==> src/rtl/kf_au_defs.sv <==
// Shared definitions for the Kalman-core arithmetic unit and the arbiter that shares it.
// Values are S9.14 sign-magnitude: bit W-1 is the sign, the low W-1 bits the magnitude.
package kf_au_defs;

   localparam int W    = 24;
   localparam int FRAC = 14;

   // au op_sel codes
   localparam logic [1:0] OP_ADD = 2'b00;
   localparam logic [1:0] OP_SUB = 2'b01;
   localparam logic [1:0] OP_MUL = 2'b10;
   localparam logic [1:0] OP_DIV = 2'b11;

   // au mul_y_sel codes
   localparam logic [1:0] YSEL_S     = 2'b00;
   localparam logic [1:0] YSEL_IMM   = 2'b01;
   localparam logic [1:0] YSEL_RECIP = 2'b10;
   localparam logic [1:0] YSEL_ONE   = 2'b11;

   typedef enum logic [1:0] {
      ST_IDLE  = 2'b00,
      ST_ISSUE = 2'b01,
      ST_WAIT  = 2'b10
   } arb_state_e;

   // Width of an index into n items; never zero so a 1-entry index is still a legal vector.
   function automatic int idx_width(input int n);
      return (n > 1) ? $clog2(n) : 1;
   endfunction

endpackage

==> src/rtl/rr_pick.sv <==
// Combinational round-robin picker: first set bit of valid at or above ptr, with wrap.
// Shared by every arbiter that hands out a single resource among N clients.
module rr_pick
   import kf_au_defs::*;
#(
   parameter  int N  = 4,
   localparam int IW = idx_width(N)
) (
   input  logic [N-1:0]  valid,
   input  logic [IW-1:0] ptr,
   output logic [N-1:0]  grant,
   output logic [IW-1:0] idx,
   output logic          found
);

   int pos;

   // NOTE: every output gets a default before the search so no path can leave one unassigned (no latch).
   always_comb begin
      grant = '0;
      idx   = '0;
      found = 1'b0;
      pos   = 0;
      for (int k = 0; k < N; k++) begin
         pos = int'(ptr) + k;
         if (pos >= N) pos = pos - N;
         if (!found && valid[pos]) begin
            found      = 1'b1;
            grant[pos] = 1'b1;
            idx        = pos[IW-1:0];
         end
      end
   end

endmodule

==> src/rtl/au_arbiter.sv <==
// Round-robin arbiter sharing one multi-cycle arithmetic unit among NREQ requesters,
// with a watchdog that aborts an operation whose au_done never arrives.
module au_arbiter
   import kf_au_defs::*;
#(
   parameter int W       = 24,
   parameter int NREQ    = 4,
   parameter int TIMEOUT = 64
) (
   input  logic                clk,
   input  logic                rst_n,
   input  logic [NREQ-1:0]     req_valid,
   output logic [NREQ-1:0]     req_ready,
   input  logic [NREQ*W-1:0]   req_R,
   input  logic [NREQ*W-1:0]   req_S,
   input  logic [NREQ*W-1:0]   req_Iimm,
   input  logic [NREQ*2-1:0]   req_op,
   input  logic [NREQ*2-1:0]   req_ysel,
   output logic [NREQ-1:0]     resp_valid,
   output logic                resp_err,
   output logic [W-1:0]        resp_result,
   output logic                au_start,
   output logic [W-1:0]        au_R,
   output logic [W-1:0]        au_S,
   output logic [W-1:0]        au_Iimm,
   output logic [1:0]          au_op_sel,
   output logic [1:0]          au_mul_y_sel,
   input  logic [W-1:0]        au_result,
   input  logic                au_done,
   input  logic                au_busy,
   output logic                arb_busy
);

   localparam int              IW     = idx_width(NREQ);
   localparam int              TW     = $clog2(TIMEOUT + 1);
   localparam logic [IW-1:0]   LAST   = IW'(NREQ - 1);
   localparam logic [TW-1:0]   T_LAST = TW'(TIMEOUT - 1);

   arb_state_e        state, state_nxt;
   logic [IW-1:0]     rr_ptr;
   logic [IW-1:0]     g_idx;
   logic [TW-1:0]     timer;
   logic [NREQ-1:0]   pick_grant;
   logic [IW-1:0]     pick_idx;
   logic              pick_found;
   logic              accept;
   logic              finish_ok;
   logic              finish_err;
   logic [NREQ-1:0]   g_onehot;

   rr_pick #(.N(NREQ)) u_pick (
      .valid (req_valid),
      .ptr   (rr_ptr),
      .grant (pick_grant),
      .idx   (pick_idx),
      .found (pick_found)
   );

   assign g_onehot = NREQ'(1) << g_idx;
   assign arb_busy = (state != ST_IDLE);

   always_comb begin
      state_nxt  = state;
      req_ready  = '0;
      au_start   = 1'b0;
      accept     = 1'b0;
      finish_ok  = 1'b0;
      finish_err = 1'b0;
      unique case (state)
         ST_IDLE: begin
            // Gated by rst_n so no acceptance is advertised while reset is held.
            if (pick_found && rst_n) begin
               req_ready = pick_grant;
               accept    = 1'b1;
               state_nxt = ST_ISSUE;
            end
         end
         ST_ISSUE: begin
            if (!au_busy) begin
               au_start  = 1'b1;
               state_nxt = ST_WAIT;
            end
         end
         ST_WAIT: begin
            // A done arriving on the last watchdog cycle still counts as success.
            if (au_done) begin
               finish_ok = 1'b1;
               state_nxt = ST_IDLE;
            end else if (timer == T_LAST) begin
               finish_err = 1'b1;
               state_nxt  = ST_IDLE;
            end
         end
         default: state_nxt = ST_IDLE;
      endcase
   end

   // NOTE: clocked state uses non-blocking assignments only, so every register samples pre-edge values.
   always_ff @(posedge clk or negedge rst_n) begin
      if (!rst_n) state <= ST_IDLE;
      else        state <= state_nxt;
   end

   // NOTE: the operand registers are reset too; they are plain flops, and the outputs must read 0 in reset.
   always_ff @(posedge clk or negedge rst_n) begin
      if (!rst_n) begin
         rr_ptr       <= '0;
         g_idx        <= '0;
         timer        <= '0;
         au_R         <= '0;
         au_S         <= '0;
         au_Iimm      <= '0;
         au_op_sel    <= '0;
         au_mul_y_sel <= '0;
         resp_valid   <= '0;
         resp_err     <= 1'b0;
         resp_result  <= '0;
      end else begin
         resp_valid <= '0;
         if (accept) begin
            g_idx        <= pick_idx;
            rr_ptr       <= (pick_idx == LAST) ? '0 : pick_idx + 1'b1;
            au_R         <= req_R[pick_idx*W +: W];
            au_S         <= req_S[pick_idx*W +: W];
            au_Iimm      <= req_Iimm[pick_idx*W +: W];
            au_op_sel    <= req_op[pick_idx*2 +: 2];
            au_mul_y_sel <= req_ysel[pick_idx*2 +: 2];
         end
         if (au_start)              timer <= '0;
         else if (state == ST_WAIT) timer <= timer + 1'b1;
         if (finish_ok) begin
            resp_result <= au_result;
            resp_err    <= 1'b0;
            resp_valid  <= g_onehot;
         end else if (finish_err) begin
            resp_result <= '0;
            resp_err    <= 1'b1;
            resp_valid  <= g_onehot;
         end
      end
   end

endmodule
==> config.mk <==
export PLATFORM = sky130hd
export DESIGN_NAME = au_arbiter
export DESIGN_NICKNAME = d
export VERILOG_FILES = /design/src/rtl/kf_au_defs.sv /design/src/rtl/rr_pick.sv /design/src/rtl/au_arbiter.sv
export SDC_FILE = /design/constraint.sdc
export NUM_CORES = 1
export LEC_CHECK = 0
export ABC_AREA = 1
export BUFFER_PORTS_ARGS = -buffer_cell sky130_fd_sc_hd__buf_2
export CORE_AREA = 10 10 167 169
export DETAILED_ROUTE_END_ITERATION = 10
export DIE_AREA = 0 0 177 179
export HOLD_SLACK_MARGIN = 0.1
export PLACE_DENSITY = 0.65
export SLEW_MARGIN = 0
export SYNTH_ARGS = -nofsm -noshare
export SYNTH_HDL_FRONTEND = slang
export SYNTH_SLANG_ARGS = --single-unit
==> constraint.sdc <==
create_clock -name clk -period 2.98 [get_ports clk]
set_clock_uncertainty 0.2 [all_clocks]
set_input_delay 0.596 -clock clk [delete_from_list [all_inputs] [get_ports clk]]
set_output_delay 0.596 -clock clk [all_outputs]
set_load 0.02 [all_outputs]
==> results of run 1 <==
## Yosys cell counts (all sizes together)
| master | number | area (um2) |
|---|---|---|
| a21boi | 1 | 7.51 |
| a21oi | 6 | 30.0 |
| a22o | 24 | 210 |
| buf | 52 | 318 |
| clkbuf | 52 | 195 |
| clkinv | 1 | 3.75 |
| dfrtp | 118 | 2950 |
| ha | 5 | 62.6 |
| inv | 335 | 1260 |
| mux2 | 1 | 11.3 |
| nand2 | 507 | 1920 |
| nand3 | 175 | 896 |
| nand4 | 153 | 957 |
| nor2 | 17 | 68.8 |
| nor3 | 5 | 25.0 |
| o2111ai | 2 | 17.5 |
| o211ai | 1 | 7.51 |
| o21ai | 8 | 40.0 |
| o21bai | 2 | 15.0 |
| o22ai | 1 | 6.26 |
| o31ai | 2 | 15.0 |
## timing repair
item	in CTS	in global routing
pin swaps	4	11
setup endpoints to repair	4	4
setup buffers	4	1
hold buffers	0	0
gates resized for setup	13	19
## logic make-up (layout without fill, tap and decap cells)
| kind of cell | after synthesis | in the layout | synth area share (%) |
|---|---|---|---|
| DFF | 118 | 118 | 32.7 |
| and+or+nand+nor | 857 | 857 | 42.9 |
| buffers and inverters | 440 | 840 | 19.7 |
| other | 0 | 8 | 0 |
| AOI/OAI and AO/OA | 47 | 47 | 3.87 |
| muxes | 1 | 1 | 0.125 |
| adders and majority gates | 5 | 5 | 0.693 |
## power groups by stage
stage,Sequential (uW),Clock [uW],Combinational (uW)
finish,2810,2150,12000
global route,2900,2270,13300
CTS,2810,2200,12000
detailed placement,2820,0,11800
global placement,2820,0,11600
floorplan,3560,0,7600
## metrics by stage
step           instance area, um2  setup TNS (ns)  cells  hold slack [ns]
6_report                    12300               0   2206            0.126
5_1_grt                     12300          -0.138   2205            0.178
4_1_cts                     12200               0   2197            0.163
2_1_floorplan                9020               0   1468            0.100
3_3_place_gp                11500               0   2161            0.243
3_5_place_dp                11500               0   2161            0.256
## path summary, 6_finish.rpt
| path | startpoint | endpoint | slack, ns | cells after the start |
|---|---|---|---|---|
| min in group clk | au_done | state[1] | 0.18 | 2 |
| min | rst_n | au_S[1] | 0.13 | 2 |
| min reg2reg | g_idx[0] | resp_valid[2] | 0.26 | 1 |
| max reg2reg | rr_ptr[0] | au_Iimm[4] | 0.33 | 15 |
| max in group asynchronous | rst_n | rr_ptr[0] | 1.93 | 2 |
| max | rr_ptr[0] | req_ready[0] | 0.07 | 13 |
## state kept, by name (all words and copies together), names as in the netlist
| signal | count |
|---|---|
| timer | 7 |
| rr_ptr | 2 |
| g_idx | 2 |
| au_R | 24 |
| resp_err | 1 |
| au_S | 24 |
| au_op_sel | 2 |
| state | 2 |
| au_mul_y_sel | 2 |
| resp_result | 24 |
| resp_valid | 4 |
| au_Iimm | 24 |
## area by class of cell
class	count	area share, %
Multi-Input combinational cell	910	35.9
Sequential cell	118	24.0
Timing Repair Buffer	472	21.4
Inverter	336	10.3
Clock buffer	17	3.45
Tap cell	330	3.35
Clock inverter	15	1.48
Antenna cell	8	0.163
## routing by layer
layer	vias up	global-route usage (%)	wire length [um]
met5	-	0	13
met4	2	7.29	865
met3	48	7.29	3500
met2	476	38.0	18200
met1	4884	25.8	14700
li1	5355	-	-
## worst max-delay path, stage by stage (launching register included)
cell and delay, ns:
sky130_fd_sc_hd__dfrtp_2 0.41, sky130_fd_sc_hd__inv_6 0.05, sky130_fd_sc_hd__ha_4 0.27, sky130_fd_sc_hd__inv_2 0.05, sky130_fd_sc_hd__nand2_2 0.08, sky130_fd_sc_hd__nand2_4 0.09, sky130_fd_sc_hd__nor2_4 0.16, sky130_fd_sc_hd__nand3_4 0.12
sky130_fd_sc_hd__inv_2 0.10, sky130_fd_sc_hd__nand2_2 0.05, sky130_fd_sc_hd__o2111ai_2 0.06, sky130_fd_sc_hd__nand2_1 0.08, sky130_fd_sc_hd__inv_1 0.07, sky130_fd_sc_hd__buf_6 0.11
==> summary.txt, run 1 <==
Result of the run: complete, no violations
Number of synthesized register bits: 118
Final Hold Fails: 0
Count of port buffers added during placement: 446
Clock transition at the registers of the reported paths: 0.06 ns
Combined global-route utilization of all metal layers: 22.2%
Area of the multi-input gates: 4420 um2
LEAKAGE: 0.00789 uW
Data arrival time at the worst-slack endpoint: 2.12 ns
Number of fill cells: 2630
TritonCTS clock tree: done
Post-synthesis instance total: 1468
Startpoint type of the worst setup path: register
Total net switching power: 9310 uW
Post-Synthesis Mean Instance Area: 6.15 um2
Worst setup EP type: output port
Fraction of final layout cells sized beyond drive strength 1: 29.1%
Slew headroom: 56.2%
Largest fanout on the critical path: 6
Die footprint: 31700 um2
CTS sink count: 118
Classification of the worst setup path: reg2out
DRC violation count after routing: 0
Starting DRT DRC Count: 746
Maximum vdd ir drop: 1.08 mV
Floorplan die width: 177 um
Highest achievable clock rate: 343 MHz
Share of power burned in registers: 16.6%
Std cell rows: 58
Measured slew at the worst slew-check pin: 0.656 ns
Yosys warning total: 0
Master cell of the clock root buffer: sky130_fd_sc_hd__clkbuf_16
Pin count of the biggest net entering global routing: 119
Switching part of the total: 54.9%
Placeable Area: 24700 um2
Via Count: 10800
Hold WC Path Type: in2async
TritonCTS buffer count: 17
Total power per unit cell area: 1380 nW/um2
Depth of the CTS H-tree: 4
Layout-stage area growth over the synthesis result: 36.5%
Power consumption: 16900 uW
Post-DP HPWL: 27200 um
Post-layout min period: 2.91 ns
Initial core utilization: 36.5%
Placer Congestion: 0.893
Post-Synthesis Net Count: 1809
Total count of max-transition violations in the final report: 0
Worst setup slack after placement: 0.183 ns
Number of max-capacitance violations reported: 0
Int Power: 7630 uW
Number of distinct library cells after synthesis: 31
Final core occ: 49.8%
Comb power frac: 70.7%
Cell area after technology mapping: 9020 um2
Buffers from clock root to sink, at most: 2
Die extent in y: 179 um
Clock network latency to the later pin of the worst-skew pair: 0.41 ns
Aggregate routed wire length: 37300 um
Sequential cell area in the final layout: 2950 um2
RSZ-0062 raised after global routing: yes
Most frequent standard cell in the layout excluding fill and tap cells: sky130_fd_sc_hd__nand2_1
Residual antenna-violating net count after detailed routing: 0
First drt pass iteration count: 5
Commonest non-fill, non-tap cells in the layout: sky130_fd_sc_hd__nand2_1 (492), sky130_fd_sc_hd__buf_2 (441), sky130_fd_sc_hd__inv_1 (325), sky130_fd_sc_hd__nand3_1 (168), sky130_fd_sc_hd__nand4_1 (153)
Clock power share: 12.7%
Remaining global-route overflow: 0
Global-route wire length before repair: 56600 um
I/O Pins: 447
Detailed-route wire length per cell: 16.9 um
Worst setup slack after layout: 0.0653 ns
Critical path required time: 2.18 ns
Number of antenna violations at the first check in global routing: 11
Final layout net count: 2196
Number of global-route vias before repair: 10400
Endpoints failing setup: 0
Via-to-Cell Ratio: 4.88
Proportion of synthesized chip area in sequential cells: 32.7%
Final worst-path cycle share: 97.8%
No activity file was read; power rests on OpenSTA's default activity.
==> run 2: changes to the inputs <==
CTS_CLUSTER_SIZE = 12   (was not set)
GPL_TIMING_DRIVEN = 0   (was not set)
==> run 2 against run 1 <==
  * First-iteration DRC count grew 14%
  * Utilization grew 1.6 points
  * Design area grew 3.2%
  * Wire length grew 13%
  * Non-clock buffer count grew 94
  * Die area is the same
  * Sequential cell count is the same
  * Critical endpoint unchanged
  * Largest cell class unchanged
  * Highest routed layer unchanged
==> summary.txt, run 2 (synthesized netlist as in run 1, its figures left out) <==
Result of the run: complete, no violations (unchanged)
Placed Instance Area: 11700 um2 (was 11500 um2)
Final layout net count: 2290 (was 2196)
Master cell of the clock root buffer: sky130_fd_sc_hd__clkbuf_16 (unchanged)
Master of the slowest instance on the critical path: sky130_fd_sc_hd__dfrtp_1 (was sky130_fd_sc_hd__dfrtp_2)
Count of port buffers added during placement: 446 (unchanged)
DRC violation count after routing: 0 (unchanged)
Buffers from clock root to sink, at most: 2 (unchanged)
Floorplan die width: 177 um (unchanged)
I/O Pins: 447 (unchanged)
Largest fanout on the critical path: 7 (was 6)
Total power per unit cell area: 1400 nW/um2 (was 1380 nW/um2)
Post-layout min period: 2.93 ns (was 2.91 ns)
CTS sink count: 118 (unchanged)
Clock transition at the registers of the reported paths: 0.06 ns (about the same)
Combined global-route utilization of all metal layers: 25.1% (was 22.2%)
Detailed-route wire length per cell: 18.4 um (was 16.9 um)
Die extent in y: 179 um (unchanged)
Via-to-Cell Ratio: 4.95 (was 4.88)
Endpoints failing setup: 0 (unchanged)
Layout-stage area growth over the synthesis result: 40.9% (was 36.5%)
Post-route cell area: 12700 um2 (was 12300 um2)
Most frequent standard cell in the layout excluding fill and tap cells: sky130_fd_sc_hd__nand2_1 (unchanged)
CP top delay family: simple AND/OR/NAND/NOR gates (unchanged)
Global-route wire length before repair: 62400 um (was 56600 um)
Number of max-capacitance violations reported: 0 (unchanged)
Placeable Area: 24700 um2 (unchanged)
Depth of the CTS H-tree: 4 (unchanged)
Final Hold Fails: 0 (unchanged)
RSZ-0062 raised after global routing: yes (unchanged)
Slowest cell delay on critical path: 0.39 ns (was 0.41 ns)
Cell-by-cell trace of the critical path: buf_6 > buf_4 > nand2_2 > nand2_1 > nand2_1 > nand2_2 > nor3_4 > nand2_1 > o2111ai_2 > nand2_2 > inv_2 > buf_6 (was inv_6 > ha_4 > inv_2 > nand2_2 > nand2_4 > nor2_4 > nand3_4 > inv_2 > nand2_2 > o2111ai_2 > nand2_1 > inv_1 > buf_6)
Residual antenna-violating net count after detailed routing: 0 (unchanged)
Final core occ: 51.4% (was 49.8%)
Initial core utilization: 36.5% (unchanged)
Comb power frac: 71.7% (was 70.7%)
Share of power burned in registers: 15.9% (was 16.6%)
RR Startpoint: rr_ptr[0] (unchanged)
Crit. path cell count: 12 (was 13)
Classification of the worst setup path: reg2out (unchanged)
Die footprint: 31700 um2 (unchanged)
LEAKAGE: 0.00813 uW (was 0.00789 uW)
Number of cells on the worst reg-to-reg path: 16 (was 15)
Clock power share: 12.4% (was 12.7%)
Number of antenna violations at the first check in global routing: 10 (was 11)
Remaining global-route overflow: 0 (unchanged)
Commonest non-fill, non-tap cells in the layout: sky130_fd_sc_hd__nand2_1 (489), sky130_fd_sc_hd__buf_2 (473), sky130_fd_sc_hd__inv_1 (322), sky130_fd_sc_hd__nand3_1 (169), sky130_fd_sc_hd__nand4_1 (153) (was sky130_fd_sc_hd__nand2_1 (492), sky130_fd_sc_hd__buf_2 (441), sky130_fd_sc_hd__inv_1 (325), sky130_fd_sc_hd__nand3_1 (168), sky130_fd_sc_hd__nand4_1 (153))
First drt pass iteration count: 5 (unchanged)
Aggregate routed wire length: 42300 um (was 37300 um)
Slew headroom: 63.0% (was 56.2%)
Worst hold margin: 0.0981 ns (was 0.126 ns)
Critical path required time: 2.18 ns (about the same)
Startpoint type of the worst setup path: register (unchanged)
Int Power: 7930 uW (was 7630 uW)
Hold WC Path Type: in2async (unchanged)
Pin count of the biggest net entering global routing: 65 (was 119)
Data arrival time at the worst-slack endpoint: 2.14 ns (was 2.12 ns)
Post-DP HPWL: 32900 um (was 27200 um)
TritonCTS buffer count: 17 (unchanged)
Total count of max-transition violations in the final report: 0 (unchanged)
Std cell rows: 58 (unchanged)
Critical path buffer and inverter count: 4 (was 5)
Clock network latency to the later pin of the worst-skew pair: 0.41 ns (about the same)
TritonCTS clock tree: done (unchanged)
Placer Congestion: 0.932 (was 0.893)
Starting DRT DRC Count: 853 (was 746)
Number of fill cells: 2613 (was 2630)
Total net switching power: 9890 uW (was 9310 uW)
Measured slew at the worst slew-check pin: 0.554 ns (was 0.656 ns)
Sequential cell area in the final layout: 2950 um2 (unchanged)
Switching part of the total: 55.5% (was 54.9%)
Via Count: 11400 (was 10800)
Highest achievable clock rate: 341 MHz (was 343 MHz)
Number of global-route vias before repair: 11500 (was 10400)
CP startpoint: rr_ptr[0] (unchanged)
Worst setup EP type: output port (unchanged)
Maximum vdd ir drop: 0.480 mV (was 1.08 mV)
Fraction of final layout cells sized beyond drive strength 1: 30.7% (was 29.1%)
Final worst-path cycle share: 98.4% (was 97.8%)
Area of the multi-input gates: 4420 um2 (about the same)
## run 2: changes by cell type in the layout (fill, tap and decap cells not counted), moves of 2 or more
cell / change
sky130_fd_sc_hd__clkbuf_1: +37
sky130_fd_sc_hd__buf_2: +32
sky130_fd_sc_hd__buf_12: -14
sky130_fd_sc_hd__clkbuf_2: +14
sky130_fd_sc_hd__buf_6: +10
sky130_fd_sc_hd__buf_4: +5
sky130_fd_sc_hd__buf_1: +4
sky130_fd_sc_hd__buf_16: +4
sky130_fd_sc_hd__inv_1: -3
sky130_fd_sc_hd__nand2_1: -3
sky130_fd_sc_hd__nand2_2: +3
sky130_fd_sc_hd__inv_2: +2
## run 2: worst paths after layout
path                                    to  slack (ns)
max in group asynchronous         au_R[15]        1.50
setup reg to reg                   au_S[8]        0.12
hold reg to reg              resp_valid[0]        0.26
setup / recovery              req_ready[0]        0.05
hold / removal                 au_Iimm[15]         0.1
min in group clk           resp_result[17]        0.21
## run 2: metrics by stage
stage	power, uW	TNS, ns	worst slack (ns)	instances
2_1_floorplan	11200	0	0.0623	1468
3_3_place_gp	14900	-234.06	-2.56	2244
3_5_place_dp	15000	-39.64	-0.843	2245
4_1_cts	17600	-0.141	-0.0391	2292
5_1_grt	19400	-0.313	-0.0786	2298
6_report	17800	0	0.0467	2300
## run 2: routing by layer
metal  GRT usage [%]  vias to the layer above  part of all wire (%)  wire length, um
met1            28.7                     5225                    38            16200
li1                -                     5555                     -                -
met4            7.43                        4                   2.4             1010
met2            43.5                      545                    49            20800
met3            8.30                       62                    10             4230
met5               0                        -                 0.090               38
## run 2: area by class of cell
type | instances | area share [%]
multi-input cells | 910 | 34.8
plain buffers | 102 | 4.20
well taps | 330 | 3.25
clock buffers | 17 | 3.35
repair buffers | 464 | 19.5
diodes | 8 | 0.157
clock inverters | 15 | 1.44
inverters | 336 | 10.0
flip-flops and latches | 118 | 23.2
## run 2: timing repair
action | 4_1_cts | 5_1_grt
resized for setup | 39 | 49
pin swaps | 7 | 13
setup endpoints to repair | 84 | 81
hold buffers | 4 | 0
endpoints found under the hold margin | 54 | 0
gates cloned | 0 | 0
setup buffers | 11 | 2
## run 2: worst reg2reg max path, stage by stage (launching register included)
cell                      delay, ns
sky130_fd_sc_hd__dfrtp_1       0.39
sky130_fd_sc_hd__buf_6         0.14
sky130_fd_sc_hd__inv_8         0.05
sky130_fd_sc_hd__ha_4          0.22
sky130_fd_sc_hd__inv_4         0.07
sky130_fd_sc_hd__nand3_1       0.09
sky130_fd_sc_hd__nand2_2       0.11
sky130_fd_sc_hd__inv_2         0.07
sky130_fd_sc_hd__nand3_4       0.12
sky130_fd_sc_hd__buf_4         0.28
sky130_fd_sc_hd__buf_4         0.29
sky130_fd_sc_hd__buf_2         0.27
sky130_fd_sc_hd__nand4_1       0.17
sky130_fd_sc_hd__nand3_1       0.12
sky130_fd_sc_hd__nand2_1       0.05
sky130_fd_sc_hd__nand2_1       0.05
sky130_fd_sc_hd__nand2_1       0.05
## run 2: power by group through the flow
stage          combinational (uW)  sequential [uW]  clock [uW]
2_1_floorplan                7600             3560           0
4_1_cts                     12500             2820        2260
3_5_place_dp                12100             2830           0
3_3_place_gp                12000             2830           0
5_1_grt                     14200             2890        2320
6_report                    12800             2830        2210
==> run 3: changes to the inputs <==
CORE_AREA = 10 10 165 167   (was 10 10 167 169)
DIE_AREA = 0 0 175 177   (was 0 0 177 179)
PLACE_DENSITY = 0.69   (was 0.65)
clock period = 2.63 ns   (was 2.98 ns; I/O delays follow)
==> run 3 against run 2 <==
  * Final cell count is 1.7% higher
  * The run now ends with hold timing, setup timing left
  * Critical endpoint unchanged
  * Clock-buffer cell count unchanged
  * Sequential power up 12%
  * First-iteration DRC count up 8.0%
  * Global-route usage up 3.0 points
==> summary.txt, run 3 (synthesized netlist as in run 1, its figures left out) <==
Result of the run: finished with violations (was complete, no violations)
Violations in the final reports: hold timing, setup timing
Floorplan die width: 175 um (was 177 um)
Remaining global-route overflow: 0 (unchanged)
Maximum vdd ir drop: 0.893 mV (was 0.480 mV)
Power consumption: 25400 uW (was 17800 uW)
Final core occ: 59.2% (was 51.4%)
TritonCTS buffer count: 17 (unchanged)
Placed Instance Area: 11700 um2 (about the same)
Via Count: 11700 (was 11400)
Number of global-route vias before repair: 11900 (was 11500)
Via-to-Cell Ratio: 5.02 (was 4.95)
First drt pass iteration count: 6 (was 5)
Global-route wire length before repair: 68300 um (was 62400 um)
CTS sink count: 118 (unchanged)
Post-route cell area: 14200 um2 (was 12700 um2)
Most frequent standard cell in the layout excluding fill and tap cells: sky130_fd_sc_hd__buf_2 (was sky130_fd_sc_hd__nand2_1)
I/O Pins: 447 (unchanged)
Residual antenna-violating net count after detailed routing: 0 (unchanged)
Critical path buffer and inverter count: 7 (was 4)
Die footprint: 31000 um2 (was 31700 um2)
Sequential cell area in the final layout: 2950 um2 (unchanged)
Die extent in y: 177 um (was 179 um)
Highest achievable clock rate: 342 MHz
RSZ-0062 raised after global routing: yes (unchanged)
Post-Route Setup TNS: -5.81 ns (was 0 ns)
Placeable Area: 24000 um2 (was 24700 um2)
Cell-by-cell trace of the critical path: buf_6 > inv_8 > ha_4 > inv_4 > nand3_2 > nand2_2 > buf_4 > nand3_2 > inv_2 > nand2_1 > o2111ai_2 > nand2_2 > inv_2 > buf_6 (was buf_6 > buf_4 > nand2_2 > nand2_1 > nand2_1 > nand2_2 > nor3_4 > nand2_1 > o2111ai_2 > nand2_2 > inv_2 > buf_6)
Comb power frac: 78.3% (was 71.7%)
Classification of the worst setup path: reg2out (unchanged)
Worst setup path endpoint: req_ready[0] (unchanged)
Final layout net count: 2334 (was 2290)
Clock transition at the registers of the reported paths: 0.07 ns (was 0.06 ns)
Pin count of the biggest net entering global routing: 73 (was 65)
Slew headroom: 63.0% (about the same)
Std cell rows: 57 (was 58)
Starting DRT DRC Count: 921 (was 853)
Final Hold Fails: 71 (was 0)
Reg-to-Reg End: au_S[1] (was au_S[8])
Startpoint type of the worst setup path: register (unchanged)
Master of the slowest instance on the critical path: sky130_fd_sc_hd__dfrtp_1 (unchanged)
TritonCTS clock tree: done (unchanged)
LEAKAGE: 0.00883 uW (was 0.00813 uW)
Area of the multi-input gates: 4960 um2 (was 4420 um2)
Crit. path cell count: 14 (was 12)
Placer Congestion: 0.944 (was 0.932)
R2R setup slack: -0.15 ns (was 0.12 ns)
Endpoints failing setup: 77 (was 0)
Total count of max-transition violations in the final report: 0 (unchanged)
Share of power burned in registers: 12.5% (was 15.9%)
Buffers from clock root to sink, at most: 2 (unchanged)
Number of max-capacitance violations reported: 0 (unchanged)
Layout-stage area growth over the synthesis result: 57.2% (was 40.9%)
DRC violation count after routing: 0 (unchanged)
Commonest non-fill, non-tap cells in the layout: sky130_fd_sc_hd__buf_2 (456), sky130_fd_sc_hd__nand2_1 (424), sky130_fd_sc_hd__inv_1 (323), sky130_fd_sc_hd__nand4_1 (153), sky130_fd_sc_hd__dfrtp_1 (117) (was sky130_fd_sc_hd__nand2_1 (489), sky130_fd_sc_hd__buf_2 (473), sky130_fd_sc_hd__inv_1 (322), sky130_fd_sc_hd__nand3_1 (169), sky130_fd_sc_hd__nand4_1 (153))
Fraction of final layout cells sized beyond drive strength 1: 39.3% (was 30.7%)
Slowest cell delay on critical path: 0.39 ns (about the same)
Post-DP HPWL: 34400 um (was 32900 um)
Largest fanout on the critical path: 5 (was 7)
Combined global-route utilization of all metal layers: 28.1% (was 25.1%)
Master cell of the clock root buffer: sky130_fd_sc_hd__clkbuf_16 (unchanged)
Depth of the CTS H-tree: 4 (unchanged)
Int Power: 12200 uW (was 7930 uW)
Clock network latency to the later pin of the worst-skew pair: 0.42 ns (was 0.41 ns)
Post-layout min period: 2.92 ns
Number of antenna violations at the first check in global routing: 10 (unchanged)
Hold-fix buffers at CTS: 4 (unchanged)
Number of cells on the worst reg-to-reg path: 21 (was 16)
CP startpoint: rr_ptr[0] (unchanged)
Worst setup slack after layout: -0.295 ns (was 0.0467 ns)
Number of fill cells: 2353 (was 2613)
Critical path required time: 1.90 ns (was 2.18 ns)
Final worst-path cycle share: 111%
Aggregate routed wire length: 45600 um (was 42300 um)
Total net switching power: 13100 uW (was 9890 uW)
Detailed-route wire length per cell: 19.5 um (was 18.4 um)
Total power per unit cell area: 1790 nW/um2 (was 1400 nW/um2)
Worst setup EP type: output port (unchanged)
Count of port buffers added during placement: 446 (unchanged)
Switching part of the total: 51.7% (was 55.5%)
Data arrival time at the worst-slack endpoint: 2.20 ns (was 2.14 ns)
CP top delay family: buffers and inverters (was simple AND/OR/NAND/NOR gates)
Clock power share: 9.2% (was 12.4%)
RR Startpoint: rr_ptr[0] (unchanged)
Initial core utilization: 37.7% (was 36.5%)
Measured slew at the worst slew-check pin: 0.555 ns (was 0.554 ns)
Hold WC Path Type: in2async (unchanged)
Worst hold margin: -0.0688 ns (was 0.0981 ns)
-- run 3: changes by cell type in the layout (fill, tap and decap cells not counted), moves of 18 or more --
cell	delta
sky130_fd_sc_hd__nand3_1	-54
sky130_fd_sc_hd__nand2_2	+48
sky130_fd_sc_hd__clkbuf_1	-18
sky130_fd_sc_hd__nand3_2	+53
sky130_fd_sc_hd__nand2_1	-65
-- run 3: worst min path at each step --
stage                      from  slack (ns)        endpoint
finish                    rst_n       -0.07  resp_result[8]
detailed placement  au_Iimm[12]        0.26     au_Iimm[12]
CTS                       rst_n       -0.07  resp_result[8]
floorplan                 rst_n        0.03      au_Iimm[0]
global placement       g_idx[0]        0.25   resp_valid[0]
global route              rst_n       -0.07  resp_result[5]
-- run 3: final cells by class --
cell class                 instances  area share [%]
buffer                            98            5.43
timing repair buffer             512            22.7
clock inverter                    15            1.07
sequential                       118            20.8
inverter                         336            8.99
clock buffer                      17            3.00
multi-input combinational        910            35.0
antenna                            8           0.141
tap                              324            2.86
-- run 3: metrics by stage --
step	setup WS (ns)	instances
after CTS	-0.363	2325
after floorplan	0.0556	1468
after global placement	-2.14	2238
final	-0.295	2338
after global routing	-0.429	2336
after detailed placement	-0.867	2239
-- run 3: timing repair --
item                                   in CTS  in global routing
gates resized for setup                   283                 69
endpoints found under the hold margin      48                 71
setup buffers                              42                  7
gates cloned                               13                  0
pin swaps                                  71                 10
setup endpoints to repair                  85                105
-- run 3: power by group through the flow --
stage	Clock, uW	Combinational, uW	Sequential [uW]
5_1_grt	2440	21400	3260
6_report	2330	19800	3170
3_3_place_gp	0	13900	3170
3_5_place_dp	0	14000	3190
4_1_cts	2360	19200	3160
2_1_floorplan	0	8660	4030
-- run 3: per-layer routing --
layer	GRT usage (%)	share of wire [%]
met4	8.55	2.4
met3	7.85	8.5
met2	48.9	50
met5	0	0.075
met1	32.9	39
